**config.mk**
```make
export PLATFORM = sky130hd
export DESIGN_NAME = pipeline_stall_controller
export DESIGN_NICKNAME = d
export VERILOG_FILES = /design/src/rtl/pipe_ctrl_pkg.sv /design/src/rtl/load_use_detect.sv /design/src/rtl/pipeline_stall_controller.sv
export SDC_FILE = /design/constraint.sdc
export NUM_CORES = 1
export LEC_CHECK = 0
export CORE_UTILIZATION = 53
export DETAILED_ROUTE_END_ITERATION = 7
export MAX_ROUTING_LAYER = met4
export PLACE_DENSITY = 0.89
export SYNTH_ARGS = -nofsm -noshare
export SYNTH_HDL_FRONTEND = slang
export SYNTH_SLANG_ARGS = --single-unit
```
**constraint.sdc**
```tcl
create_clock -name CLK -period 3.55 [get_ports CLK]
set_clock_uncertainty 0.15 [all_clocks]
set_input_delay 0.355 -clock CLK [delete_from_list [all_inputs] [get_ports CLK]]
set_output_delay 0.355 -clock CLK [all_outputs]
set_load 0.05 [all_outputs]
```
**src/rtl/pipe_ctrl_pkg.sv**
```systemverilog
// rtl/pipe_ctrl_pkg.sv - shared types and constants for the pipeline stall controller
// Purpose: sequencer state encoding, architectural zero register, default memory timeout.
// Ports: none (package).
package pipe_ctrl_pkg;

  typedef enum logic [1:0] {
    RUN      = 2'b00,
    MEM_WAIT = 2'b01,
    HALT     = 2'b10
  } state_e;

  localparam logic [4:0] REG_X0 = 5'd0;

  localparam int unsigned DEFAULT_MEM_TIMEOUT = 16;

endpackage

```
**src/rtl/load_use_detect.sv**
```systemverilog
// rtl/load_use_detect.sv - combinational load-use hazard comparator
// Purpose: flags an ID instruction that reads the destination of a load currently in EX.
// Ports:
//   ex_mem_read_i, ex_rd_i           - load in EX and its destination register
//   id_rs1_i, id_rs2_i               - ID source registers
//   id_uses_rs1_i, id_uses_rs2_i     - ID instruction actually reads the source
//   hazard_o                         - load-use hazard present
module load_use_detect
  import pipe_ctrl_pkg::*;
(
  input  logic       ex_mem_read_i,
  input  logic [4:0] ex_rd_i,
  input  logic [4:0] id_rs1_i,
  input  logic [4:0] id_rs2_i,
  input  logic       id_uses_rs1_i,
  input  logic       id_uses_rs2_i,
  output logic       hazard_o
);

  logic rs1_hit;
  logic rs2_hit;

  assign rs1_hit  = id_uses_rs1_i && (id_rs1_i == ex_rd_i);
  assign rs2_hit  = id_uses_rs2_i && (id_rs2_i == ex_rd_i);
  // x0 is hardwired to zero, so a load targeting it never creates a dependency.
  assign hazard_o = ex_mem_read_i && (ex_rd_i != REG_X0) && (rs1_hit || rs2_hit);

endmodule

```
**src/rtl/pipeline_stall_controller.sv**
```systemverilog
// rtl/pipeline_stall_controller.sv - stall/flush sequencer for the five-stage pipeline
// Purpose: drives PC and pipeline-register enables/flushes for load-use, taken-branch
//          and data-memory wait conditions, with a memory-wait timeout and saturating
//          stall/flush performance counters.
// Ports:
//   CLK, RST                          - clock, asynchronous active-high reset
//   id_rs1, id_rs2, id_uses_rs1/rs2   - ID source operands
//   ex_rd, ex_mem_read                - EX destination and load flag
//   ex_branch_taken                   - taken branch/jump resolved in EX
//   mem_req, mem_ready                - data-memory handshake for the MEM stage
//   pc_en ... memwb_en                - register enables
//   ifid_flush, idex_flush            - NOP insertion into IF/ID and ID/EX
//   mem_timeout                       - sticky memory timeout, pipeline halted
//   stall_cycles, flush_events        - saturating performance counters
module pipeline_stall_controller
  import pipe_ctrl_pkg::*;
#(
  parameter int unsigned MEM_TIMEOUT = DEFAULT_MEM_TIMEOUT,
  parameter int unsigned CNT_W       = 32
) (
  input  logic             CLK,
  input  logic             RST,
  input  logic [4:0]       id_rs1,
  input  logic [4:0]       id_rs2,
  input  logic             id_uses_rs1,
  input  logic             id_uses_rs2,
  input  logic [4:0]       ex_rd,
  input  logic             ex_mem_read,
  input  logic             ex_branch_taken,
  input  logic             mem_req,
  input  logic             mem_ready,
  output logic             pc_en,
  output logic             ifid_en,
  output logic             idex_en,
  output logic             exmem_en,
  output logic             memwb_en,
  output logic             ifid_flush,
  output logic             idex_flush,
  output logic             mem_timeout,
  output logic [CNT_W-1:0] stall_cycles,
  output logic [CNT_W-1:0] flush_events
);

  localparam int unsigned      WAIT_W      = $clog2(MEM_TIMEOUT + 1);
  localparam logic [WAIT_W-1:0] TIMEOUT_CNT = WAIT_W'(MEM_TIMEOUT);

  state_e             state_q, state_d;
  logic [WAIT_W-1:0]  wait_cnt_q, wait_cnt_d;
  logic               mem_timeout_q, mem_timeout_d;
  logic [CNT_W-1:0]   stall_q, stall_d;
  logic [CNT_W-1:0]   flush_q, flush_d;

  logic load_use;
  logic freeze;
  logic branch_resp;

  load_use_detect u_load_use_detect (
    .ex_mem_read_i (ex_mem_read),
    .ex_rd_i       (ex_rd),
    .id_rs1_i      (id_rs1),
    .id_rs2_i      (id_rs2),
    .id_uses_rs1_i (id_uses_rs1),
    .id_uses_rs2_i (id_uses_rs2),
    .hazard_o      (load_use)
  );

  // Once waiting, only mem_ready ends the wait; a dropped mem_req is ignored.
  always_comb begin
    freeze = 1'b0;
    case (state_q)
      RUN:      freeze = mem_req && !mem_ready;
      MEM_WAIT: freeze = !mem_ready;
      default:  freeze = 1'b0;
    endcase
  end

  // Output priority: reset > halt > memory freeze > branch > load-use > normal.
  always_comb begin
    pc_en       = 1'b0;
    ifid_en     = 1'b0;
    idex_en     = 1'b0;
    exmem_en    = 1'b0;
    memwb_en    = 1'b0;
    ifid_flush  = 1'b0;
    idex_flush  = 1'b0;
    branch_resp = 1'b0;
    if (RST || state_q == HALT || freeze) begin
      // everything frozen
    end else if (ex_branch_taken) begin
      // The ID instruction is squashed, so any load-use hazard on it is moot.
      pc_en       = 1'b1;
      ifid_en     = 1'b1;
      idex_en     = 1'b1;
      exmem_en    = 1'b1;
      memwb_en    = 1'b1;
      ifid_flush  = 1'b1;
      idex_flush  = 1'b1;
      branch_resp = 1'b1;
    end else if (load_use) begin
      // Hold PC and IF/ID, push a bubble into ID/EX, let the back end drain.
      idex_en     = 1'b1;
      idex_flush  = 1'b1;
      exmem_en    = 1'b1;
      memwb_en    = 1'b1;
    end else begin
      pc_en       = 1'b1;
      ifid_en     = 1'b1;
      idex_en     = 1'b1;
      exmem_en    = 1'b1;
      memwb_en    = 1'b1;
    end
  end

  // Wait counter holds the number of frozen edges seen so far in this wait;
  // reaching MEM_TIMEOUT while still frozen moves to HALT on the following edge.
  always_comb begin
    state_d       = state_q;
    wait_cnt_d    = wait_cnt_q;
    mem_timeout_d = mem_timeout_q;
    case (state_q)
      RUN: begin
        if (mem_req && !mem_ready) begin
          state_d    = MEM_WAIT;
          wait_cnt_d = WAIT_W'(1);
        end
      end
      MEM_WAIT: begin
        if (mem_ready) begin
          state_d    = RUN;
          wait_cnt_d = '0;
        end else if (wait_cnt_q == TIMEOUT_CNT) begin
          state_d       = HALT;
          mem_timeout_d = 1'b1;
        end else begin
          wait_cnt_d = wait_cnt_q + WAIT_W'(1);
        end
      end
      HALT: begin
        state_d = HALT;
      end
      default: begin
        state_d    = RUN;
        wait_cnt_d = '0;
      end
    endcase
  end

  // Performance counters saturate at all-ones instead of wrapping.
  always_comb begin
    stall_d = stall_q;
    flush_d = flush_q;
    if (!pc_en && stall_q != '1) begin
      stall_d = stall_q + CNT_W'(1);
    end
    if (branch_resp && flush_q != '1) begin
      flush_d = flush_q + CNT_W'(1);
    end
  end

  always_ff @(posedge CLK or posedge RST) begin
    if (RST) begin
      state_q       <= RUN;
      wait_cnt_q    <= '0;
      mem_timeout_q <= 1'b0;
      stall_q       <= '0;
      flush_q       <= '0;
    end else begin
      state_q       <= state_d;
      wait_cnt_q    <= wait_cnt_d;
      mem_timeout_q <= mem_timeout_d;
      stall_q       <= stall_d;
      flush_q       <= flush_d;
    end
  end

  assign mem_timeout  = mem_timeout_q;
  assign stall_cycles = stall_q;
  assign flush_events = flush_q;

endmodule

```
; ---- Word-level counts from Yosys, hierarchy flattened
; Index checks and enable logic that the tools add are counted.
[word_totals]
in_bits = 23
out_inout_bits = 72
register_bits = 72
[op_classes]
add_sub_neg = 3
n_bitwise = 2
eq_ne = 10
n_mux = 18
n_reduce_logical = 17
[ops]
columns = op, count
row1 = adder 32 x 1 -> 32 bit (second input constant), 2
row2 = != test 32 bit (second input constant), 2
row3 = 2-to-1 mux 5 bit, 3
row4 = case mux 5 bit (3 select lines), 1
row5 = equality test 5 bit, 2
row6 = 2-to-1 mux 1 bit, 9
row7 = logical AND 1 bit, 7
row8 = 2-to-1 mux 2 bit, 3
row9 = != test 3 bit (second input constant), 2
row10 = case mux 2 bit (3 select lines), 1
row11 = AND reduction 3 bit, 2
row12 = adder 5 x 1 -> 5 bit (second input constant), 1
row13 = equality test 5 bit (second input constant), 1
row14 = nonzero test 5 bit, 1
row15 = logical OR 1 bit, 3
row16 = equality test 2 x 1 -> 1 bit (second input constant), 1
row17 = equality test 2 bit (second input constant), 1
row18 = zero test 1 bit, 2
row19 = zero test 2 bit, 1
row20 = != test 2 bit (second input constant), 1
row21 = inverter 1 bit, 2
row22 = case mux 1 bit (2 select lines), 1
row23 = AND reduction 2 bit, 1

; ---- Longest topological paths before layout
[depth]
word_depth = 9
ltp_mapped = 8

; ---- By module
; Synthesis repeated with hierarchy kept, for this count alone.
[hier_totals]
hier_cells = 352
hier_area_um2 = 3666.0
[modules_own_cells]
columns = module, seq_area_each_um2, instances, cells_per_inst, area_per_inst_um2
row1 = pipeline_stall_controller, 1801.7, 1, 335, 3532.1
row2 = load_use_detect, 0.0, 1, 17, 133.9

; ---- Worst setup path before layout
; No wires, ideal clock.
[synth_path]
kind = flip-flop to output port
startpoint = register state_q[0]
endpoint = output pc_en
path_slack_ns = 0.676
required_time_ns = 3.045
stages_incl_launch_ff = 5
arrival_ns = 2.369
cell_sequence = dfrtp_1 -> or2_1 -> a211oi_4 -> o31a_1 -> buf_4
[synth_via]
elab_chain_len = 4
word_cells_on_any_way = 7
classes_between = eq/ne (2) / mux (2) / reduce/logical (3)
[synth_rtl]
columns = element, line_no
row1 = "start, declared", pipeline_stall_controller.sv:47  ; state_e state_q, state_d;
row2 = "start signal, assigned", pipeline_stall_controller.sv:168  ; state_q <= state_d;
row3 = equality test 2 x 1 -> 1 bit (tied with other cells), pipeline_stall_controller.sv:70  ; case (state_q)
row4 = case mux 1 bit (2 select lines) or logical OR 1 bit (tied branches), "pipeline_stall_controller.sv:70, pipeline_stall_controller.sv:87"
row5 = logical OR 1 bit (*), pipeline_stall_controller.sv:87  ; if (RST || state_q == HALT || freeze) begin
row6 = 2-to-1 mux 1 bit (*), -
row7 = "end, declared", pipeline_stall_controller.sv:32  ; output logic pc_en,
; Mark *: on every way between the ends. The rest lies on a longest branch, timed or not.

; ---- Worst setup path in the final report
[layout_path]
startpoint = register state_q[0]
endpoint = output idex_flush
[layout_via]
elab_chain_len = 4
word_cells_on_any_way = 7
classes_between = eq/ne (2) / mux (2) / reduce/logical (3)
[layout_rtl]
columns = element, line_no
row1 = equality test 2 x 1 -> 1 bit (tied with other cells), pipeline_stall_controller.sv:70
row2 = case mux 1 bit (2 select lines) or logical OR 1 bit (tied branches), "pipeline_stall_controller.sv:70, pipeline_stall_controller.sv:87"
row3 = logical OR 1 bit (*), pipeline_stall_controller.sv:87
row4 = 2-to-1 mux 1 bit (*), pipeline_stall_controller.sv:87
row5 = "end, declared", pipeline_stall_controller.sv:38  ; output logic idex_flush,
; Marks and branches as above.

==> results.rst <==
.. list-table::
   :header-rows: 1

   * - Metric
     - Value
   * - Leakage power total
     - approximately 2.1 nW
   * - Clock tree root buffer cell
     - clkbuf_8
   * - Worst vdd ir
     - 0.650 mV
   * - Setup violators final
     - 0
   * - Ranking of synthesized cells by instance count
     - 72 x dfrtp_1, 46 x xor2_1, 29 x nand2_1, 28 x xnor2_1, 24 x nand3_1
   * - Arrival time worst endpoint
     - about 2.7 ns
   * - Overall global routing resource usage
     - between 20 and 25%
   * - Antenna cells
     - 0
   * - DRC Markers
     - 0
   * - Placeable core area
     - around 6800 sq um
   * - Maximum number of pins on one net before global-route repair
     - 36
   * - H-tree lvl count
     - 3
   * - Average instance area after synthesis
     - roughly 10 sq um
   * - CP Class
     - flop to output port
   * - FF+latch count, synth
     - 72
   * - Die outline area
     - between 7000 and 8000 sq um
   * - Worst setup slack after layout
     - 0.340 ns
   * - Post-synth top area cell
     - dfrtp_1
   * - Die boundary width
     - 85.5 microns
   * - Gr ovfl total
     - 0
   * - Final weighted congestion in routability-driven placement
     - approximately 0.84
   * - Global-route wire length before repair
     - ~14000 microns
   * - Final count of pins violating max slew
     - 0
   * - Fraction of layout cells with a size suffix above 1
     - 8.10%
   * - Detailed placement HPWL
     - just over 6000 microns
   * - Post-place setup slack
     - between 0.3 and 0.4 ns
   * - Clock latency at the later pin of the worst-skew pair
     - 0.35 ns
   * - Synthesis-to-layout area growth
     - 32.4%
   * - Detailed Routing Iterations Pass 1
     - 4
   * - Hold_ws
     - between 0.2 and 0.25 ns
   * - Asr flop ratio synth
     - 100%
   * - Tmin final
     - between 3 and 4 ns
   * - Cts hold-fix bufs
     - 0
   * - Power, Total
     - 0.00241 W
   * - Critical path launch point type
     - flop
   * - Distinct cell type count of the synthesized netlist
     - 50
   * - Total count of hold-check failures in the final report
     - 0
   * - Worst r2r path cells
     - 6
   * - Part of the Yosys area used for sequential elements
     - between 40% and 50%
   * - Wirelength per Cell
     - ~15 microns
   * - Maximum number of buffers from clock root to sink
     - 2
   * - Total via count after detailed routing
     - between 2000 and 3000
   * - Y dimension of the die
     - 85.5 microns
   * - Critical Path Fanout Max
     - 11
   * - Flop2flop setup slack
     - 0.88 ns
   * - Final ANT Viol Nets
     - 0
   * - Total of warnings raised by yosys
     - 0
   * - Post-synthesis cell area
     - about 3700 sq um
   * - Min-delay worst type
     - primary input to asynchronous set/reset pin
   * - Vias in the first global route
     - ~2900
   * - Number of vias per cell after detailed routing
     - 5.54
   * - Top cell type's share of synthesized area
     - between 40% and 50%
   * - Critical Path Sink Type
     - output port
   * - Number of rows created at floorplan
     - 30
   * - Sum Neg Setup Slack
     - 0 ns
   * - Most frequent cell after synthesis
     - dfrtp_1
   * - PortBufs
     - 94
   * - Number of top-level design ports
     - 95
   * - Number of sinks on the clock net
     - 72
   * - Leading cell types by total area after synthesis
     - dfrtp_1 49%, xor2_1 11%, xnor2_1 6.6%
   * - Predominant post-synthesis flop cell
     - dfrtp_1
   * - Fin crit share
     - roughly 90%
   * - Max_cap viols
     - 0
   * - Reg clk slew, reported paths
     - 0.08 ns
   * - Worst flop-to-flop path startpoint
     - state_q[0]
   * - Initial cell density of the core
     - between 50% and 60%
   * - Setup repair after global routing missed its margin
     - false
   * - Initial antenna violation count
     - 0
   * - Slew margin rel.
     - ~36%
   * - Number of buffers created by CTS
     - 9
   * - Count of routing violations after the opening detailed-route iteration
     - 86
   * - Number of enable flip-flop cells after synthesis
     - 0
   * - Data required time of the worst path
     - approximately 3.0 ns
   * - Final Routed Wirelength
     - 8160 microns
   * - TritonCTS clock tree
     - yes
   * - Run status
     - finished, final reports clean
   * - Synthesized Nets
     - 380
   * - # resized after CTS
     - 0
   * - Layout net count
     - roughly 480
   * - Worst flop-to-flop path endpoint
     - flush_events[7]
   * - Power per cell area
     - ~490 nW/um^2
   * - Synthesized instance count
     - between 300 and 400
   * - FILL cells
     - 497
   * - Setup repair bufs after CTS
     - 0
   * - Transition time at the pin with the least slew margin
     - about 0.95 ns
   * - Maximum clock frequency
     - a little over 0.3 GHz
==> power by group <==
group	internal, W	total [W]	leakage (nW)	switching, W
Combinational	0.000253	0.000704	1.06	0.000451
Sequential	0.000907	0.00104	0.902	0.000130
Clock	0.000360	0.000670	0.101	0.000310
Total	0.00152	0.00241	2.06	0.000892
==> critical path: stages, from the launching register on <==
cell and delay, ns:
dfrtp_1 0.50, or2_1 0.32, a211oi_4 0.53, o21a_1 0.20, clkdlybuf4s50_1 0.80
==> flip-flops by register name, summed over array words and instances (netlist names) <==
name / cells
stall_cycles: 32
state_q: 2
flush_events: 32
mem_timeout: 1
wait_cnt_q: 5
==> worst max path at each step <==
stage,startpoint,endpoint,slack [ns],depth (start not counted)
finish,state_q[0],idex_flush,0.34,4
global route,state_q[0],idex_flush,0.22,4
CTS,state_q[0],idex_flush,0.32,4
detailed placement,ex_rd[0],idex_flush,0.38,7
global placement,mem_req,idex_flush,0.44,5
floorplan,state_q[0],pc_en,0.68,4
==> stage by stage <==
stage | cells | area (sq um) | utilization (%)
6_report | 537 | 4890 | 72.4
5_1_grt | 537 | 4890 | 72.4
4_1_cts | 537 | 4890 | 72.4
3_5_place_dp | 521 | 4690 | 69.4
3_3_place_gp | 521 | 4690 | 69.4
2_1_floorplan | 353 | 3700 | -
==> cells by family (layout without fill, tap and decap cells) <==
kind of cell | after synthesis | count (layout) | synth area share, %
simple gates | 159 | 159 | 24.4
compound gates | 21 | 21 | 4.50
flops | 72 | 72 | 48.7
xor+xnor | 74 | 74 | 17.5
buf+inv | 21 | 125 | 2.91
fa+ha+maj | 4 | 4 | 1.35
mux | 2 | 2 | 0.575
==> layout make-up <==
type	count	area, sq um	share of cell area (%)
Clock buffer	11	151	3.09
Clock inverter	5	55.1	1.13
Inverter	13	48.8	0.997
Multi-Input combinational cell	260	1790	36.5
Sequential cell	72	1800	36.8
Tap cell	80	100	2.05
Timing Repair Buffer	96	948	19.4
==> layer usage <==
layer / share of wire, % / GRT usage, %
met1: 45 / 31.2
met2: 48 / 40.1
met3: 5.0 / 3.75
met4: 1.4 / 9.09
met5: 0 / -
==> placed cells by master, fill, tap and decap left out, drive strengths merged, types with 4 or more instances in the layout <==
master | synthesis | final
and3 | 8 | 8
nand4 | 16 | 16
clkdlybuf4s50 | 0 | 91
ha | 4 | 4
nand2b | 5 | 5
or2 | 4 | 4
inv | 13 | 13
clkbuf | 1 | 11
nand2 | 29 | 29
nor3 | 22 | 22
nor2 | 21 | 21
a21oi | 4 | 4
xnor2 | 28 | 28
and4 | 7 | 7
nand3 | 25 | 25
buf | 7 | 5
nor4 | 6 | 6
dfrtp | 72 | 72
xor2 | 46 | 46
o22ai | 4 | 4
No activity file was read; power rests on OpenSTA's default activity.
